**src/rtl/solver_run_monitor.sv**
```systemverilog
// Run monitor for a bank of puzzle solvers: timestamps each channel's completion,
// checks captured results, applies a watchdog and reports one PASS/FAIL verdict.
module solver_run_monitor #(
  parameter int NUM_CH      = 2,
  parameter int RESULT_W    = 64,
  parameter int CNT_W       = 32,
  parameter int TIMEOUT_CYC = 1000000,
  localparam int SEL_W      = (NUM_CH > 1) ? $clog2(NUM_CH) : 1
) (
  input  logic                       Clk,
  input  logic                       Rst,
  input  logic                       Start,
  input  logic [NUM_CH-1:0]          ChDone,
  input  logic [NUM_CH-1:0]          ChError,
  input  logic [NUM_CH*RESULT_W-1:0] ChResult,
  input  logic [NUM_CH*RESULT_W-1:0] ExpResult,
  input  logic [NUM_CH-1:0]          ExpValid,
  output logic                       Busy,
  output logic                       Finished,
  output logic                       Pass,
  output logic                       Fail,
  output logic                       TimedOut,
  output logic [NUM_CH-1:0]          DoneMask,
  output logic [NUM_CH-1:0]          ErrMask,
  output logic [NUM_CH-1:0]          MismatchMask,
  output logic [CNT_W-1:0]           CycleCount,
  input  logic [SEL_W-1:0]           ReadSel,
  output logic [RESULT_W-1:0]        ReadResult,
  output logic [CNT_W-1:0]           ReadLatency
);

  typedef enum logic [2:0] {S_IDLE, S_RUN, S_CHECK, S_PASS, S_FAIL} state_t;

  localparam logic [CNT_W-1:0] TO_LAST = CNT_W'(TIMEOUT_CYC - 1);

  state_t state_q, state_d;

  logic [RESULT_W-1:0] cap_res_p0 [NUM_CH];
  logic [CNT_W-1:0]    cap_lat_p0 [NUM_CH];
  logic [NUM_CH-1:0]   mismatch_d;
  logic                all_done;
  logic                timeout_hit;
  logic                run_entry;

  function automatic logic [CNT_W-1:0] sat_inc(input logic [CNT_W-1:0] v);
    return (&v) ? v : v + CNT_W'(1);
  endfunction

  // Completion counts this cycle's Done levels so the last capture and exit coincide
  assign all_done    = &(DoneMask | ChDone);
  assign timeout_hit = (TIMEOUT_CYC != 0) && (CycleCount == TO_LAST);
  assign run_entry   = (state_q != S_RUN) && (state_d == S_RUN);

  always_ff @(posedge Clk) begin
    if (Rst) state_q <= S_IDLE;
    else     state_q <= state_d;
  end

  always_comb begin
    state_d = state_q;
    case (state_q)
      S_IDLE, S_PASS, S_FAIL: if (Start) state_d = S_RUN;
      S_RUN: begin
        if (|ChError)         state_d = S_FAIL;
        else if (all_done)    state_d = S_CHECK;
        else if (timeout_hit) state_d = S_FAIL;
      end
      S_CHECK: state_d = (|mismatch_d) ? S_FAIL : S_PASS;
      default: state_d = S_IDLE;
    endcase
  end

  always_comb begin
    Busy     = (state_q == S_RUN) || (state_q == S_CHECK);
    Finished = (state_q == S_PASS) || (state_q == S_FAIL);
    Pass     = (state_q == S_PASS);
    Fail     = (state_q == S_FAIL);
  end

  always_comb begin
    mismatch_d = '0;
    for (int i = 0; i < NUM_CH; i++)
      mismatch_d[i] = ExpValid[i] && (cap_res_p0[i] != ExpResult[i*RESULT_W +: RESULT_W]);
  end

  // Capture stage: per-channel result/latency stamps, sticky masks and run counter
  always_ff @(posedge Clk) begin
    if (Rst || run_entry) begin
      CycleCount   <= '0;
      DoneMask     <= '0;
      ErrMask      <= '0;
      MismatchMask <= '0;
      TimedOut     <= 1'b0;
      for (int i = 0; i < NUM_CH; i++) begin
        cap_res_p0[i] <= '0;
        cap_lat_p0[i] <= '0;
      end
    end else if (state_q == S_RUN) begin
      for (int i = 0; i < NUM_CH; i++) begin
        if (ChDone[i] && !DoneMask[i]) begin
          cap_res_p0[i] <= ChResult[i*RESULT_W +: RESULT_W];
          cap_lat_p0[i] <= CycleCount;
          DoneMask[i]   <= 1'b1;
        end
      end
      ErrMask <= ErrMask | ChError;
      if (state_d == S_RUN) CycleCount <= sat_inc(CycleCount);
      if (!(|ChError) && !all_done && timeout_hit) TimedOut <= 1'b1;
    end else if (state_q == S_CHECK) begin
      MismatchMask <= mismatch_d;
    end
  end

  always_comb begin
    ReadResult  = '0;
    ReadLatency = '0;
    if (int'(ReadSel) < NUM_CH) begin
      ReadResult  = cap_res_p0[ReadSel];
      ReadLatency = cap_lat_p0[ReadSel];
    end
  end

endmodule

```
**config.mk**
```make
export PLATFORM = sky130hd
export DESIGN_NAME = solver_run_monitor
export DESIGN_NICKNAME = d
export VERILOG_FILES = /design/src/rtl/solver_run_monitor.sv
export SDC_FILE = /design/constraint.sdc
export NUM_CORES = 1
export LEC_CHECK = 0
export ABC_CLOCK_PERIOD_IN_PS = 7300
export CAP_MARGIN = 40
export CORE_UTILIZATION = 46
export DETAILED_ROUTE_END_ITERATION = 8
export GPL_ROUTABILITY_DRIVEN = 1
export GPL_TIMING_DRIVEN = 0
export PLACE_DENSITY = 0.85
export SYNTH_ARGS = -nofsm -noshare
export SYNTH_HDL_FRONTEND = slang
export SYNTH_SLANG_ARGS = --single-unit
```
**constraint.sdc**
```tcl
create_clock -name Clk -period 7.3 [get_ports Clk]
set_input_delay 1.095 -clock Clk [delete_from_list [all_inputs] [get_ports Clk]]
set_output_delay 1.095 -clock Clk [all_outputs]
set_load 0.01 [all_outputs]
```
* Word level (Yosys, flattened, before mapping)
Memory sizes are Yosys's and may differ from the RTL's. Index checks and enable logic that the tools add are counted. W data, S select, Z words.
Storage, ports and cells: output and inout bits 139, bits of input ports 266, RAM bits 192, memories kept 2, flip-flop bits (word level) 42, logic and storage cells 72
Memories:
- cap_res_p0 | depth 2, width 64, rd ports 3, clocked after memory_dff 0, write ports 2, RTL line 38 | logic [RESULT_W-1:0] cap_res_p0 [NUM_CH];
- cap_lat_p0 | depth 2, width 32, rd ports 1, clocked after memory_dff 0, write ports 2, RTL line 39 | logic [CNT_W-1:0] cap_lat_p0 [NUM_CH];
Operators by class: mux-type cells 20, bitwise operators 8, $add $sub $neg 1, equal/unequal tests 9, reduce and logical (&&, ||, !) cells 25
Operators by type and width (count):
- $mux W64 | 2
- $ne A64 B64 Y1 | 2
- $mux W32 | 2
- $add A32 B1 Y32 const B | 1
- $eq A32 B20 Y1 const B | 1
- $reduce_and A32 Y1 | 1
- $mux W3 | 5
- $mux W1 | 10
- $reduce_and A2 Y1 | 5
- $pmux W3 S3 | 1
- $logic_and A1 B1 Y1 | 7
- $eq A3 B1 Y1 const B | 2
- $eq A3 B2 Y1 const B | 2
- $logic_not A1 Y1 | 4
- $or A1 B1 Y1 | 4
- $or A2 B2 Y2 | 2
- $reduce_or A2 Y1 | 2
- $eq A3 B3 Y1 const B | 1
- $logic_not A3 Y1 | 1
- $logic_or A1 B1 Y1 | 3
- $ne A3 B1 Y1 const B | 1
- $reduce_and A3 Y1 | 1
- $reduce_or A3 Y1 | 1
- $not A1 Y1 | 2

* Logic depth before layout (Yosys ltp)
Gate-level depths: netlist (run 1).
depth after elaboration 11, gate-level depth with buffers 8, depth with buffers taken out 7

* Worst setup path after synthesis (run 1)
Ideal clock, no wire load.
kind input to register, start in ChDone[0], end mem cap_lat_p0[0][0] (enable), data required time 6.730 ns, path buffers 0, setup time 0.570 ns, cell stages on the path 2, slack 1.148 ns, data arrival time 5.582 ns, cell sequence nand2_1 o21bai_1
RTL lines:
- start: declaration | RTL line 13 | input logic [NUM_CH-1:0] ChDone,
- end: declaration | RTL line 39

* Worst setup path after layout (run 1)
start in ReadSel, end out ReadResult[28]
Between the ends: word-level cells in the longest chain between the ends 1
RTL lines:
- start: declaration | RTL line 27 | input logic [SEL_W-1:0] ReadSel,
- $mem_v2 Z2 W64
- end: declaration | RTL line 28 | output logic [RESULT_W-1:0] ReadResult,
Every way passes these cells.

==> impl_metrics.tcl, run 1 <==
set metrics [dict create \
    status "finished clean" \
    setup_violations 0 \
    gp_congestion 0.899 \
    cp.arrival_ps 3650 \
    nets 1621 \
    syn_inst 910 \
    min-delay-path-class "flop to flop" \
    ant_nets 0 \
    placementRows 57 \
    min_delay_worst_endpoint "MismatchMask[0]" \
    synthXorXnorAreaFrac 0.103 \
    route.detailed.drc 0 \
    gr-total-overflow 0 \
    clk_latency_ps 540 \
    maxSlewViolCount 0 \
    die_area_um2 25600 \
    hold_start "MismatchMask[0]" \
    cp.required_ps 6200 \
    synthArstFlopShare 0 \
    start_kind "primary input" \
    r2r-end "cap_res_p0[1][10]" \
    grt_pass1_vias 9410 \
    grt_busiest_layer "met2" \
    drive_gt1_frac 0.117 \
    routed_wl_um 41600 \
    die_h_um 160 \
    core_um2 24400 \
    drv_cap 0 \
    portBuffers 403 \
    yosys.area_share.simple 0.166 \
    hold_depth 2 \
    fmax_ghz 0.211 \
    cp_num_buf_inv 4 \
    grt_max_degree 29 \
    final_cell_mix "403 x clkdlybuf4s50_1, 192 x edfxtp_1, 156 x and2_1" \
    met3_usage 0.0873 \
    h-tree-depth 1 \
    postLayoutCellArea_um2 17000 \
    cts_tree "done" \
    finalPower_uw 3430 \
    dp_cells 1650 \
    synth_top_area_share 0.502 \
    relSlewSlack 0.386 \
    p_leak_uw 0.00604 \
    synth_area_um2 11500 \
    drtPass1Iterations 5 \
    period_share 0.650 \
    period_minus_slack_ps 4740 \
    regArea_um2 6610 \
    hold_buffers 0 \
    power.density_nw_per_um2 202 \
    r2r_setup_slack_ps 3980 \
    cts_buffers 26 \
    synth_adder_area_share 0.00109 \
    syn-mean-instance-area_um2 12.6 \
    cpPeakStageDelay_ps 760 \
    reg2regPathDepth 9 \
    hold_violations 0 \
    cts_setup_buffers 0 \
    synthTopCellsByArea "edfxtp_1 50%, xnor2_1 10%, mux2_2 9.4%" \
    tightestPinTransition_ps 921 \
    synth_top_flop_cell "edfxtp_1" \
    fin_cells 1698 \
    final_common_cell "clkdlybuf4s50_1" \
    synth_compound_area_frac 0.0427 \
    fin_skew_ps 21.5 \
    met2_usage 0.581 \
    syn_to_final_growth_pct 48.3 \
    viasPerCell 5.47 \
    wl_per_cell_um 24.5 \
    cts.clk_slew.worst_paths_ps 60 \
    grt_usage 0.319 \
    antenna_found_initial 6 \
    cts_buffer_depth 3 \
    multi_input_area_um2 4700 \
    rsz0062_at_grt "no" \
    crit_type "primary input to primary output" \
    ys_types 50 \
    crit_slowest_cell "clkbuf_1" \
    ys_seq_area_frac 0.575 \
    synth-edff-count 192 \
    crit_path_frequent_cell "clkbuf_1" \
    initial_core_util 0.471 \
    vdd_ir_drop_max_v 0.000156 \
    drt_first_iter_violations 592 \
    fillers 1795 \
    place_hpwl_um 32200 \
    synth_top_family_by_area "simple AND/OR/NAND/NOR gates" \
    grt_pass1_wl_um 59800 \
    met1_usage 0.358 \
    cts_resized 0 \
    clock_sinks 234 \
    synthMuxAreaShare 0.0950 \
    clockRootBuffer "clkbuf_16" \
    path_cells "clkbuf_1 > clkbuf_1 > clkbuf_1 > mux2_2 > clkdlybuf4s50_1" \
    synth_seq_cells 234 \
    cp_max_fo 10 \
    io_pins 405 \
    synth_top_area_cell "edfxtp_1" \
    crit_path_end_kind "primary output" \
    syn_nets 1177 \
    die-width_um 160 \
    dpl_cell_area_um2 16200 \
    r2r-start "state_q[2]" \
    cp_top_family "buffers and inverters" \
    yosys_warnings 0 \
    dr_total_vias 9285 \
]
-- sequential cells by signal, indices dropped and copies added, names as in the netlist --
register / cells
cap_res_p0: 128
TimedOut: 1
state_q: 3
cap_lat_p0: 64
CycleCount: 32
DoneMask: 2
MismatchMask: 2
ErrMask: 2
-- per-stage QoR --
| step | hold slack (ps) | TNS [ps] | util | setup slack, ps |
|---|---|---|---|---|
| after floorplan | 481 | 0 | - | 1150 |
| after global placement | 450 | -430070 | 0.653 | -2250 |
| after detailed placement | 454 | 0 | 0.664 | 2510 |
| after CTS | 466 | 0 | 0.698 | 2510 |
| after global routing | 484 | 0 | 0.698 | 2450 |
| final | 464 | 0 | 0.698 | 2560 |
-- layout make-up --
class	count	area share
Multi-Input combinational cell	627	0.276
Clock buffer	37	0.0431
Clock inverter	9	0.00448
Buffer	39	0.00926
Timing Repair Buffer	416	0.252
Antenna cell	2	0.000294
Sequential cell	234	0.388
Inverter	10	0.00221
Tap cell	324	0.0238
-- where the power goes --
part,switching (uW),leakage (uW),total (uW),internal (uW)
combinational,242,0.00320,593,350
clock,546,0.000384,1250,705
sequential,51.2,0.00245,1590,1540
total,840,0.00604,3430,2590
-- synth_stat cells (15+ instances only) --
library cell / number
nand2_1: 23
edfxtp_1: 192
a21oi_1: 31
nor2_1: 21
and2_1: 156
or3_1: 17
dfxtp_1: 42
mux2_2: 96
nor4_1: 15
nand4_1: 42
xnor2_1: 133
clkbuf_1: 29
-- worst max path at each step --
stage                         start          endpoint  slack (ps)  cells after the start
after floorplan           ChDone[0]  cap_lat_p0[0][0]        1150                      2
after global placement    ChDone[1]  cap_res_p0[1][9]       -2250                      3
after detailed placement    ReadSel    ReadResult[35]        2510                      5
after CTS                   ReadSel    ReadResult[35]        2510                      5
after global routing        ReadSel    ReadResult[28]        2450                      5
final                       ReadSel    ReadResult[28]        2560                      5
-- metal layers --
layer,part of all wire,vias to the layer above
met4,0.036,8
met5,0.0014,-
met3,0.093,88
met1,0.36,4542
met2,0.51,443
li1,-,4204
-- logic make-up (layout without fill, tap and decap cells) --
| kind of cell | Yosys count | in the layout |
|---|---|---|
| fa+ha+maj | 1 | 1 |
| flops | 234 | 234 |
| mux | 97 | 97 |
| simple gates | 318 | 318 |
| xor+xnor | 135 | 135 |
| compound gates | 76 | 76 |
| buf+inv | 49 | 511 |
| other cells | 0 | 2 |
-- worst min-delay path, cell delays in order, from the launching register on --
cell     delay, ps
dfxtp_1        310
nand2_1         50
a21oi_1         50
Power figures use the tool's default switching activity.
==> inputs of run 2 (changes only) <==
- ABC_CLOCK_PERIOD_IN_PS: 7300 -> 4800
- clock period: 7.3 -> 4.8 ns (I/O delays scaled with it)
==> run 2 against run 1 <==
Compared with the run above:
- global-route usage is 0.54 points higher
- critical path type unchanged
- clock-buffer cell count is 5 lower
- utilization is 0.27 points lower
- setup slack worse by 1800 ps
- flip-flop and latch count stayed put
==> impl_metrics.tcl, run 2 (synthesis gave the netlist of run 1 again) <==
set metrics [dict create \
    status "finished clean" \
    grt_pass1_wl_um 60900 \
    portBuffers 403 \
    final_common_cell "clkdlybuf4s50_1" \
    ant_nets 0 \
    die-width_um 160 \
    clk_latency_ps 520 \
    routed_wl_um 42000 \
    cp_max_fo 10 \
    initial_core_util 0.471 \
    grt_usage 0.325 \
    clockRootBuffer "clkbuf_16" \
    route.detailed.drc 0 \
    crit_type "primary input to primary output" \
    setup_tns_ps 0 \
    min_delay_worst_endpoint "MismatchMask[1]" \
    min-delay-path-class "flop to flop" \
    reg_top3 "cap_res_p0 x128, cap_lat_p0 x64, CycleCount x32" \
    period_minus_slack_ps 4010 \
    fillers 1808 \
    cp_num_buf_inv 4 \
    relSlewSlack 0.408 \
    h-tree-depth 1 \
    hold_depth 2 \
    start_kind "primary input" \
    place_hpwl_um 32000 \
    crit_path_frequent_cell "clkbuf_1" \
    path_cells "clkbuf_1 > clkbuf_1 > clkbuf_1 > mux2_2 > clkdlybuf4s50_1" \
    setup_violations 0 \
    cts_buffers 25 \
    core_um2 24400 \
    cts_resized 0 \
    cts_setup_buffers 0 \
    hold_start "MismatchMask[1]" \
    drive_gt1_frac 0.115 \
    fin_skew_ps 8.47 \
    viasPerCell 5.49 \
    cts_tree "done" \
    hold_violations 0 \
    gr-total-overflow 0 \
    cts_buffer_depth 3 \
    cp.arrival_ps 3290 \
    vdd_ir_drop_max_v 0.000226 \
    tightestPinTransition_ps 880 \
    finish.utilization 0.695 \
    fmax_ghz 0.250 \
    hold_buffers 0 \
    cts.clk_slew.worst_paths_ps 60 \
    postLayoutCellArea_um2 17000 \
    power.density_nw_per_um2 311 \
    final_cell_mix "403 x clkdlybuf4s50_1, 192 x edfxtp_1, 156 x and2_1" \
    grt_pass1_vias 9549 \
    r2r-start "state_q[0]" \
    dr_total_vias 9324 \
    syn_to_final_growth_pct 47.7 \
    wl_per_cell_um 24.8 \
    period_share 0.835 \
    drtPass1Iterations 5 \
    largest_reg_flops 128 \
    io_pins 405 \
    hold_ws_ps 459 \
    die_h_um 160 \
    p_leak_uw 0.00601 \
    cp_top_family "buffers and inverters" \
    nets 1617 \
    clock_sinks 234 \
    regArea_um2 6610 \
    drt_first_iter_violations 663 \
    multi_input_area_um2 4700 \
    crit_slowest_cell "clkbuf_1" \
    reg2regPathDepth 7 \
    antenna_found_initial 8 \
    r2r-end "cap_lat_p0[1][4]" \
    regMostFlops "cap_res_p0" \
    cpPeakStageDelay_ps 720 \
    die_area_um2 25600 \
    r2r_setup_slack_ps 1490 \
    gp_congestion 0.933 \
    maxSlewViolCount 0 \
    crit_path_end_kind "primary output" \
    cp.required_ps 4080 \
    rsz0062_at_grt "no" \
    drv_cap 0 \
    dpl_cell_area_um2 16100 \
    placementRows 57 \
    grt_max_degree 28 \
]
[run 2: area by class of cell]
class,instances,share of cell area
Antenna cell,6,0.000885
Buffer,39,0.00930
Clock buffer,32,0.0396
Clock inverter,12,0.00834
Inverter,10,0.00221
Multi-Input combinational cell,627,0.277
Sequential cell,234,0.390
Tap cell,324,0.0239
Timing Repair Buffer,413,0.249
[run 2: through the flow]
stage / worst slack (ps) / std cells / total power (uW)
after global routing: 619 / 1694 / 5410
after CTS: 720 / 1691 / 5280
after detailed placement: 726 / 1647 / 3340
after floorplan: 848 / 910 / 2790
after global placement: -1120 / 1637 / 3320
final: 793 / 1697 / 5270
[run 2: how the worst max path moves through the flow]
stage               startpoint                end  slack, ps  cells after the start
finish                 ReadSel     ReadResult[50]        790                      5
global route           ReadSel     ReadResult[50]        620                      5
CTS                    ReadSel     ReadResult[50]        720                      5
detailed placement     ReadSel     ReadResult[50]        730                      5
global placement     ChDone[0]  cap_res_p0[0][21]      -1120                      3
floorplan           state_q[0]   cap_lat_p0[0][0]        850                      4
[run 2: where the power goes]
part / switching (uW) / internal [uW]
clock: 810 / 1150
combinational: 364 / 525
sequential: 82.0 / 2340
[run 2: routing by layer]
layer,track usage,vias to the layer above,routed length (um)
li1,-,4201,-
met1,0.377,4555,15400
met2,0.574,468,21200
met4,0.117,4,1460
met5,0,-,30
met3,0.0870,96,3980
[run 2: worst reg2reg max path: cells and delay by family, from the launching register on]
| family | cells | cell delay, ps |
|---|---|---|
| buffers and inverters | 3 | 1590 |
| AND/OR/NAND/NOR | 4 | 1170 |
| flip-flops | 1 | 400 |
==> inputs of run 3 (changes only) <==
- ABC_CLOCK_PERIOD_IN_PS: 4800 -> 3800
- clock period: 4.8 -> 3.8 ns (I/O delays scaled with it)
==> run 3 against run 2 <==
Compared with the run above:
- hold slack gained 12 ps
- clock skew grew 6.7 ps
- power grew 27%
- flip-flop and latch count is the same
- sequential share of layout area shrank 0.25 points
- clock-buffer cell count grew 12
- clock power grew 29%
- wire length shrank 0.60%
- combinational power grew 27%
- die area is the same
- via count shrank 0.59%
- critical path depth is the same
- critical path type unchanged
- highest routed layer unchanged
==> impl_metrics.tcl, run 3 (synthesis gave the netlist of run 1 again) <==
set metrics [dict create \
    route.detailed.drc 0 \
    cts.clk_slew.worst_paths_ps 50 \
    relSlewSlack 0.435 \
    setup_tns_ps 0 \
    combPwrFrac 0.169 \
    p_int_uw 5130 \
    finish.utilization 0.700 \
    setup_ws_ps 217 \
    fmax_ghz 0.279 \
    cts_resized 0 \
    wl_per_cell_um 24.5 \
    fillers 1778 \
    die-width_um 160 \
    gp_congestion 0.912 \
    die_area_um2 25600 \
    power_frac_seq 0.456 \
    cp.arrival_ps 3010 \
    hold_buffers 0 \
    syn_to_final_growth_pct 48.6 \
    clk_latency_ps 530 \
    cts_tree "done" \
    cts_buffer_depth 3 \
    tightestPinTransition_ps 848 \
    grt_pass1_vias 9449 \
    core_um2 24400 \
    rsz0062_at_grt "no" \
    period_share 0.943 \
    h-tree-depth 1 \
    crit_type "primary input to primary output" \
    io_pins 405 \
    start_kind "primary input" \
    nets 1621 \
    regMostFlops "cap_res_p0" \
    viasPerCell 5.44 \
    clock_sinks 234 \
    power_frac_clock 0.376 \
    maxSlewViolCount 0 \
    dr_total_vias 9269 \
    dp_slack_ps -188 \
    period_minus_slack_ps 3580 \
    routed_wl_um 41800 \
    fin_cells 1703 \
    gr-total-overflow 0 \
    ant_nets 0 \
    power_switching_uw 1580 \
    final_common_cell "clkdlybuf4s50_1" \
    placementRows 57 \
    grt_max_degree 25 \
    vdd_ir_drop_max_v 0.000284 \
    min-delay-path-class "flop to flop" \
    antenna_found_initial 5 \
    p_leak_uw 0.00607 \
    finalPower_uw 6710 \
    grt_usage 0.323 \
    largest_reg_flops 128 \
    cts_buffers 26 \
    place_hpwl_um 32200 \
    reg_top3 "cap_res_p0 x128, cap_lat_p0 x64, CycleCount x32" \
    clockRootBuffer "clkbuf_16" \
    portBuffers 403 \
    dp_cells 1649 \
    cp_max_fo 10 \
    final_cell_mix "403 x clkdlybuf4s50_1, 192 x edfxtp_1, 156 x and2_1" \
    swShare 0.235 \
    drive_gt1_frac 0.116 \
    initial_core_util 0.471 \
    die_h_um 160 \
    drtPass1Iterations 5 \
    cp.required_ps 3230 \
    grt_pass1_wl_um 60500 \
    cts_setup_buffers 0 \
    hold_violations 0 \
    setup_violations 0 \
    crit_path_end_kind "primary output" \
    status "finished clean" \
    drt_first_iter_violations 697 \
    fin_skew_ps 15.2 \
    drv_cap 0 \
    power.density_nw_per_um2 393 \
]
## run 3: changes by cell type in the layout (fill, tap and decap cells not counted), sizes merged
| cell | before | now |
|---|---|---|
| clkinvlp | 2 | 0 |
| clkinv | 7 | 3 |
| diode | 6 | 5 |
| clkbuf | 61 | 74 |
| buf | 20 | 22 |
| bufinv | 3 | 1 |
## run 3: metal layers
metal,vias up,track usage,part of all wire
met5,-,0,0.00041
met4,2,0.100,0.032
met3,84,0.0803,0.085
met2,442,0.582,0.51
met1,4532,0.377,0.37
li1,4209,-,-
## run 3: per-stage QoR
step / hold WS (ps) / cell area (um2)
after floorplan: 481 / 11500
after global placement: 447 / 15900
after detailed placement: 454 / 16200
after CTS: 471 / 17000
after global routing: 492 / 17100
final: 470 / 17100
## run 3: worst paths after layout
kind,from,endpoint,slack [ps],depth (start not counted)
setup / recovery,ReadSel,ReadResult[35],220,5
hold / removal,ErrMask[1],ErrMask[1],470,2
setup reg to reg,DoneMask[0],cap_res_p0[0][8],470,8
hold reg to reg,ErrMask[1],ErrMask[1],470,2
## run 3: power by group through the flow
stage                     sequential [uW]  clock, uW  combinational, uW
after floorplan                      3080          0                447
after global placement               3110          0               1070
after detailed placement             3110          0               1130
after CTS                            3060       2550               1140
after global routing                 3070       2650               1190
final                                3060       2520               1130
## run 3: layout make-up
type	instances	area, um2	area share
Timing Repair Buffer	416	4290	0.251
Inverter	10	37.5	0.00220
Clock buffer	44	810	0.0474
Multi-Input combinational cell	627	4700	0.276
Clock inverter	4	43.8	0.00257
Tap cell	324	405	0.0238
Antenna cell	5	12.5	0.000733
Sequential cell	234	6610	0.387
Buffer	39	158	0.00924
## run 3: critical path, stage by stage
cell	delay, ps
clkbuf_1	280
clkbuf_1	510
clkbuf_1	680
mux2_2	410
clkdlybuf4s50_1	550
